[config.mk]
export PLATFORM = sky130hd
export DESIGN_NAME = issue_ctrl
export DESIGN_NICKNAME = d
export VERILOG_FILES = /design/src/rtl/issue_ctrl_pkg.sv /design/src/rtl/issue_sb_entry.sv /design/src/rtl/issue_ctrl.sv
export SDC_FILE = /design/constraint.sdc
export NUM_CORES = 1
export LEC_CHECK = 0
export ABC_AREA = 1
export CORE_MARGIN = 1
export CORE_UTILIZATION = 50
export CTS_CLUSTER_DIAMETER = 120
export DETAILED_ROUTE_END_ITERATION = 7
export PLACE_DENSITY = 0.65
export SLEW_MARGIN = 40
export SYNTH_ARGS = -nofsm -noshare
export SYNTH_HDL_FRONTEND = slang
export SYNTH_SLANG_ARGS = --single-unit
export TNS_END_PERCENT = 20
[constraint.sdc]
create_clock -name i_clk -period 2.85 [get_ports i_clk]
set_clock_uncertainty 0.2 [all_clocks]
set_input_delay 0.4275 -clock i_clk [delete_from_list [all_inputs] [get_ports i_clk]]
set_output_delay 0.4275 -clock i_clk [all_outputs]
set_load 0.01 [all_outputs]
[src/rtl/issue_ctrl_pkg.sv]
// Shared constants and types for the issue controller scoreboard.
// Optional build macro ISSUE_STAT_EN is consumed by issue_ctrl.
package issue_ctrl_pkg;

  localparam int NUM_REGS   = 32;
  localparam int REG_ADDR_W = 5;
  localparam int CNT_W      = 2;

  typedef logic [NUM_REGS-1:0][CNT_W-1:0] sb_cnt_t;

endpackage

[src/rtl/issue_sb_entry.sv]
// One scoreboard entry: count of in-flight writes to a single register.
// Saturates at both ends; clear overrides increment and decrement.
module issue_sb_entry #(
  parameter int CNT_W = issue_ctrl_pkg::CNT_W
) (
  input  logic             i_clk,
  input  logic             i_rst_n,
  input  logic             i_clr,
  input  logic             i_inc,
  input  logic             i_dec,
  output logic [CNT_W-1:0] o_cnt
);
  import issue_ctrl_pkg::*;

  logic [CNT_W-1:0] r_cnt;

  // A simultaneous issue and retirement leaves the count untouched.
  always_ff @(posedge i_clk or negedge i_rst_n) begin
    if (!i_rst_n) begin
      r_cnt <= '0;
    end else if (i_clr) begin
      r_cnt <= '0;
    end else if (i_inc && !i_dec && r_cnt != '1) begin
      r_cnt <= r_cnt + CNT_W'(1);
    end else if (i_dec && !i_inc && r_cnt != '0) begin
      r_cnt <= r_cnt - CNT_W'(1);
    end
  end

  assign o_cnt = r_cnt;

endmodule

[src/rtl/issue_ctrl.sv]
// Decode-to-execute issue controller with a per-register write scoreboard.
// Define ISSUE_STAT_EN to add the o_stall_cycles hazard-stall counter port.
module issue_ctrl #(
  parameter int NUM_REGS = issue_ctrl_pkg::NUM_REGS,
  parameter int CNT_W    = issue_ctrl_pkg::CNT_W
) (
  input  logic                              i_clk,
  input  logic                              i_rst_n,
  input  logic                              i_id_valid,
  output logic                              o_id_ready,
  input  logic                              i_r1_en,
  input  logic [issue_ctrl_pkg::REG_ADDR_W-1:0] i_r1_addr,
  input  logic                              i_r2_en,
  input  logic [issue_ctrl_pkg::REG_ADDR_W-1:0] i_r2_addr,
  input  logic                              i_rw_en,
  input  logic [issue_ctrl_pkg::REG_ADDR_W-1:0] i_rw_addr,
  input  logic                              i_br_taken,
  output logic                              o_ex_valid,
  input  logic                              i_ex_ready,
  input  logic                              i_wb_en,
  input  logic [issue_ctrl_pkg::REG_ADDR_W-1:0] i_wb_addr,
  input  logic                              i_flush,
  output logic                              o_if_kill
`ifdef ISSUE_STAT_EN
  ,
  output logic [31:0]                       o_stall_cycles
`endif
);
  import issue_ctrl_pkg::*;

  logic [NUM_REGS-1:0][CNT_W-1:0] w_cnt;
  logic w_busy1;
  logic w_busy2;
  logic w_full;
  logic w_hz;
  logic w_issue;
  logic r_if_kill;

  assign w_cnt[0] = '0;

  for (genvar g = 1; g < NUM_REGS; g++) begin : g_sb
    localparam logic [REG_ADDR_W-1:0] ADDR = REG_ADDR_W'(g);
    issue_sb_entry #(.CNT_W(CNT_W)) u_entry (
      .i_clk   (i_clk),
      .i_rst_n (i_rst_n),
      .i_clr   (i_flush),
      .i_inc   (w_issue && i_rw_en && i_rw_addr == ADDR),
      .i_dec   (i_wb_en && i_wb_addr == ADDR),
      .o_cnt   (w_cnt[g])
    );
  end

  // The regfile is write-first, so a last outstanding write retiring now is already readable.
  assign w_busy1 = (w_cnt[i_r1_addr] != '0) &&
                   !(w_cnt[i_r1_addr] == CNT_W'(1) && i_wb_en && i_wb_addr == i_r1_addr);
  assign w_busy2 = (w_cnt[i_r2_addr] != '0) &&
                   !(w_cnt[i_r2_addr] == CNT_W'(1) && i_wb_en && i_wb_addr == i_r2_addr);
  assign w_full  = i_rw_en && (i_rw_addr != '0) && (w_cnt[i_rw_addr] == '1);
  assign w_hz    = (i_r1_en && w_busy1) || (i_r2_en && w_busy2) || w_full;

  assign o_ex_valid = i_id_valid && !w_hz && !i_flush;
  assign o_id_ready = i_ex_ready && !w_hz && !i_flush;
  assign w_issue    = i_id_valid && o_id_ready;

  always_ff @(posedge i_clk or negedge i_rst_n) begin
    if (!i_rst_n) begin
      r_if_kill <= 1'b0;
    end else begin
      r_if_kill <= !i_flush && w_issue && i_br_taken;
    end
  end

  assign o_if_kill = r_if_kill;

`ifdef ISSUE_STAT_EN
  logic [31:0] r_stall_cycles;

  always_ff @(posedge i_clk or negedge i_rst_n) begin
    if (!i_rst_n) begin
      r_stall_cycles <= '0;
    end else if (i_id_valid && w_hz && !i_flush && r_stall_cycles != '1) begin
      r_stall_cycles <= r_stall_cycles + 32'd1;
    end
  end

  assign o_stall_cycles = r_stall_cycles;
`endif

endmodule

==> flow_summary.yaml <==
outcome:
  status: "finished clean"
logic_synthesis:
  synth_fp_nets: 1247
  synthesis.area_um2: 7280
  synth-edff-count: 0
  yosys.area.top_type_share: 0.222
  synth_top_cell_by_area: "sky130_fd_sc_hd__nand2_1"
  post_synth_most_frequent_cells: "sky130_fd_sc_hd__nand2_1 (431), sky130_fd_sc_hd__nand3_1 (145), sky130_fd_sc_hd__inv_1 (120), sky130_fd_sc_hd__nor2_1 (105), sky130_fd_sc_hd__dfrtp_1 (63)"
  synth.distinct_cells: 31
  yosys_reg_bits: 63
  synth_most_common_cell: "sky130_fd_sc_hd__nand2_1"
  synthCells: 1217
  synth-async-reset-ratio: 1.00
  synth-warning-count: 0
  synthesis.area_per_instance_um2: 5.98
  synth_top_flop_cell: "sky130_fd_sc_hd__dfrtp_1"
  synth-seq-area-share: 0.217
  synth_area_leaders: "sky130_fd_sc_hd__nand2_1 (22%), sky130_fd_sc_hd__dfrtp_1 (22%), sky130_fd_sc_hd__nand3_1 (10%)"
die:
  floorplan.die_area_um2: 15000
  dieWidth_um: 123
  ios: 33
  start_util: 0.518
  die-height_um: 123
  placement_rows: 43
  coreArea_um2: 14000
pwr:
  power-per-cell-area_nw_per_um2: 313
  ir_drop_mv: 0.276
  share_clk_of_total_power: 0.393
  static_leakage_power_nw: 4.40
  combPwrFrac: 0.278
  net-switching-power_mw: 1.03
  total_power_mw: 2.93
  power.share.sequential: 0.328
  sw_frac_of_total: 0.351
  intPower_mw: 1.91
sta:
  period_needed_ps: 2830
  layout_setup_ws_ps: 22.3
  setup_repair_after_global_routing_missed_its_margin: "true"
  final-setup-viol-count: 0
  finalHoldViolations: 0
  slew_at_the_pin_with_the_worst_max_slew_slack_ps: 860
  min_period_over_period: 0.992
  timing.slew.headroom: 0.427
  fin_hold_ws_ps: 271
  final_max_slew_viol_count: 0
  max_freq_ghz: 0.354
global_route:
  met2_demand_to_capacity_share_in_global_routing: 0.535
  number_of_global_route_vias_before_repair: 7580
  groute.usage.overall: 0.354
  wire_length_of_the_first_global_routing_pass_mm: 40.3
  grt.met3_usage: 0.0423
  most_used_layer_global_route: "met2"
  grt_start_max_net_pins: 73
  global_route_met1_utilization: 0.499
  grt_antenna_before_repair: 1
  grt_overflow: 0
clock_tree:
  clockBufferDepth: 2
  worstSkewPairLatency_ps: 360
  tritoncts.num_buffers: 9
  cts.clk_slew.worst_paths_ps: 60
  clock_tree.htree_level_count: 3
  tritoncts: "built"
  cts_num_sinks: 63
  cts_root_buffer: "sky130_fd_sc_hd__clkbuf_16"
setup_path:
  category_of_the_worst_setup_path_capture_point: "flip-flop"
  crit_type: "flip-flop to flip-flop"
  setup.worst_path.start_class: "flip-flop"
  critPathMostFrequentCell: "sky130_fd_sc_hd__nand3_1"
  critical_path.cell_chain: "buf_6 > o211ai_1 > nand3_1 > nand3_2 > nand3_1 > nand3_1 > nand2_2 > nand2_2 > nand4_4 > nor2_8 > buf_12 > buf_12 > clkbuf_16 > nand3_4 > nand2_2 > nand3_2 > nand3_1 > nand2_1"
  required_ps: 2890
  cp_data_arrival_time_ps: 2870
  family_with_the_most_delay_on_the_worst_path: "simple AND/OR/NAND/NOR gates"
  timing.critical_path.slowest_stage_cell: "sky130_fd_sc_hd__dfrtp_2"
  max_stage_delay_ps: 440
  cp.buffers_inverters: 4
  path_max_fanout: 8
cells_and_area:
  sequential_standard_cell_area_um2: 1610
  multi_input_comb_area_um2: 5140
  nets: 1367
  filler_cells: 1303
  final_layout_size_suffix_gt1_frac: 0.238
  area_growth_pct: 29.0
  fin_util: 0.669
detailed_routing:
  vias_per_cell: 5.79
  drt.antenna.violating_nets: 0
  remaining_drc_errors: 0
  drtIter0Drc: 971
  routed_wire_length_per_instance_um: 18.0
  routed_wirelength_mm: 27.4
  firstDrtPassIters: 6
  vias: 8814
place:
  final_wtd_congestion: 1.00
  place_worst_setup_slack_ps: -636
  dpl.hpwl_mm: 19.2
  placement.io_buffers: 32
job:
  drv_cap: 0
min_path:
  hp-class: "primary input to flip-flop"
-- sequential cells by signal, summed over array words and instances, names as in the netlist --
name,flops
g_sb.u_entry.o_cnt,62
o_if_kill,1
-- worst register-to-register path: stages (launching register included) --
cell	delay, ps
sky130_fd_sc_hd__dfrtp_2	440
sky130_fd_sc_hd__buf_6	130
sky130_fd_sc_hd__o211ai_1	160
sky130_fd_sc_hd__nand3_1	140
sky130_fd_sc_hd__nand3_2	90
sky130_fd_sc_hd__nand3_1	60
sky130_fd_sc_hd__nand3_1	90
sky130_fd_sc_hd__nand2_2	80
sky130_fd_sc_hd__nand2_2	90
sky130_fd_sc_hd__nand4_4	130
sky130_fd_sc_hd__nor2_8	190
sky130_fd_sc_hd__buf_12	130
sky130_fd_sc_hd__buf_12	100
sky130_fd_sc_hd__clkbuf_16	170
sky130_fd_sc_hd__nand3_4	80
sky130_fd_sc_hd__nand2_2	130
sky130_fd_sc_hd__nand3_2	100
sky130_fd_sc_hd__nand3_1	140
sky130_fd_sc_hd__nand2_1	60
-- through the flow --
| step | setup TNS [ps] | cell area, µm² | cells |
|---|---|---|---|
| after detailed placement | -32260 | 8330 | 1466 |
| after CTS | 0 | 8650 | 1483 |
| final | 0 | 9390 | 1523 |
| after global routing | -1200 | 9390 | 1523 |
| after floorplan | 0 | 7280 | 1217 |
| after global placement | -31380 | 8320 | 1466 |
-- cells in the final DEF (no fill, tap or decap), types with 2 or more instances in the layout --
cell	synthesis	layout
sky130_fd_sc_hd__clkbuf_2	0	4
sky130_fd_sc_hd__o21ai_0	21	17
sky130_fd_sc_hd__buf_8	1	2
sky130_fd_sc_hd__nor2_2	0	6
sky130_fd_sc_hd__a21oi_2	18	22
sky130_fd_sc_hd__dlymetal6s2s_1	0	6
sky130_fd_sc_hd__dfrtp_2	0	24
sky130_fd_sc_hd__nand2_2	0	13
sky130_fd_sc_hd__clkinvlp_4	0	4
sky130_fd_sc_hd__nand4_4	20	25
sky130_fd_sc_hd__nand3_1	145	125
sky130_fd_sc_hd__o21ai_1	54	55
sky130_fd_sc_hd__clkbuf_16	0	14
sky130_fd_sc_hd__nand2_1	431	417
sky130_fd_sc_hd__buf_6	5	10
sky130_fd_sc_hd__o22ai_1	2	2
sky130_fd_sc_hd__o21ai_2	0	3
sky130_fd_sc_hd__dlygate4sd2_1	0	7
sky130_fd_sc_hd__inv_4	0	2
sky130_fd_sc_hd__dfrtp_1	63	39
sky130_fd_sc_hd__inv_1	120	90
sky130_fd_sc_hd__a21oi_1	31	27
sky130_fd_sc_hd__buf_4	9	102
sky130_fd_sc_hd__xnor2_1	13	13
sky130_fd_sc_hd__inv_2	6	34
sky130_fd_sc_hd__clkdlybuf4s50_1	0	7
sky130_fd_sc_hd__nor3_1	31	31
sky130_fd_sc_hd__nand3_4	0	3
sky130_fd_sc_hd__buf_2	18	4
sky130_fd_sc_hd__xor2_1	15	15
sky130_fd_sc_hd__nand3_2	4	21
sky130_fd_sc_hd__buf_12	1	16
sky130_fd_sc_hd__nand4_1	53	53
sky130_fd_sc_hd__o211ai_1	15	15
sky130_fd_sc_hd__nor2_1	105	98
sky130_fd_sc_hd__nand4_2	8	3
-- repair_timing --
| item | CTS | global route |
|---|---|---|
| setup buffers | 0 | 32 |
| endpoints found under the setup margin | 64 | 64 |
| gates cloned | 0 | 7 |
| endpoints found under the hold margin | 30 | 0 |
| hold buffers | 1 | 0 |
| gates resized for setup | 30 | 137 |
| pin swaps | 5 | 35 |
-- layer usage --
metal	vias up	wire length, µm
met3	86	2240
met4	0	1210
met1	4050	11700
li1	4273	-
met5	-	0
met2	405	12300
-- power by group through the flow --
stage                     clock network, mW  logic, mW  registers (mW)
after global routing                   1.19      0.883           0.966
after CTS                              1.15      0.720           0.960
final                                  1.15      0.817           0.963
after detailed placement                  0      0.717           0.976
after floorplan                           0      0.427           0.965
after global placement                    0      0.714           0.976
-- cell type report --
cell class / instances / area share
flip-flops and latches: 63 / 0.171
diodes: 1 / 0.000267
repair buffers: 166 / 0.173
well taps: 180 / 0.0240
clock buffers: 9 / 0.0240
clock inverters: 7 / 0.00786
multi-input cells: 970 / 0.548
inverters: 127 / 0.0513
-- worst paths after layout --
path / startpoint / slack, ps / endpoint / cells past startpoint
min in group asynchronous: i_rst_n / 350 / g_sb[9].u_entry.o_cnt[1]$_DFFE_PN0P_ / 2
max reg2reg: g_sb[16].u_entry.o_cnt[0]$_DFFE_PN0P_ / 20 / g_sb[21].u_entry.o_cnt[1]$_DFFE_PN0P_ / 18
max in group asynchronous: i_rst_n / 1530 / g_sb[3].u_entry.o_cnt[1]$_DFFE_PN0P_ / 3
min reg2reg: g_sb[10].u_entry.o_cnt[0]$_DFFE_PN0P_ / 380 / g_sb[10].u_entry.o_cnt[0]$_DFFE_PN0P_ / 3
min: i_flush / 270 / g_sb[4].u_entry.o_cnt[0]$_DFFE_PN0P_ / 4
max: g_sb[16].u_entry.o_cnt[0]$_DFFE_PN0P_ / 20 / g_sb[21].u_entry.o_cnt[1]$_DFFE_PN0P_ / 18
-- logic make-up after synthesis --
group                     synth area share
and+or+nand+nor                      0.524
buffers and inverters                0.112
AOI/OAI and AO/OA                    0.114
DFF                                  0.217
xor gates and xnor gates            0.0337
No activity file was read; power rests on OpenSTA's default activity.
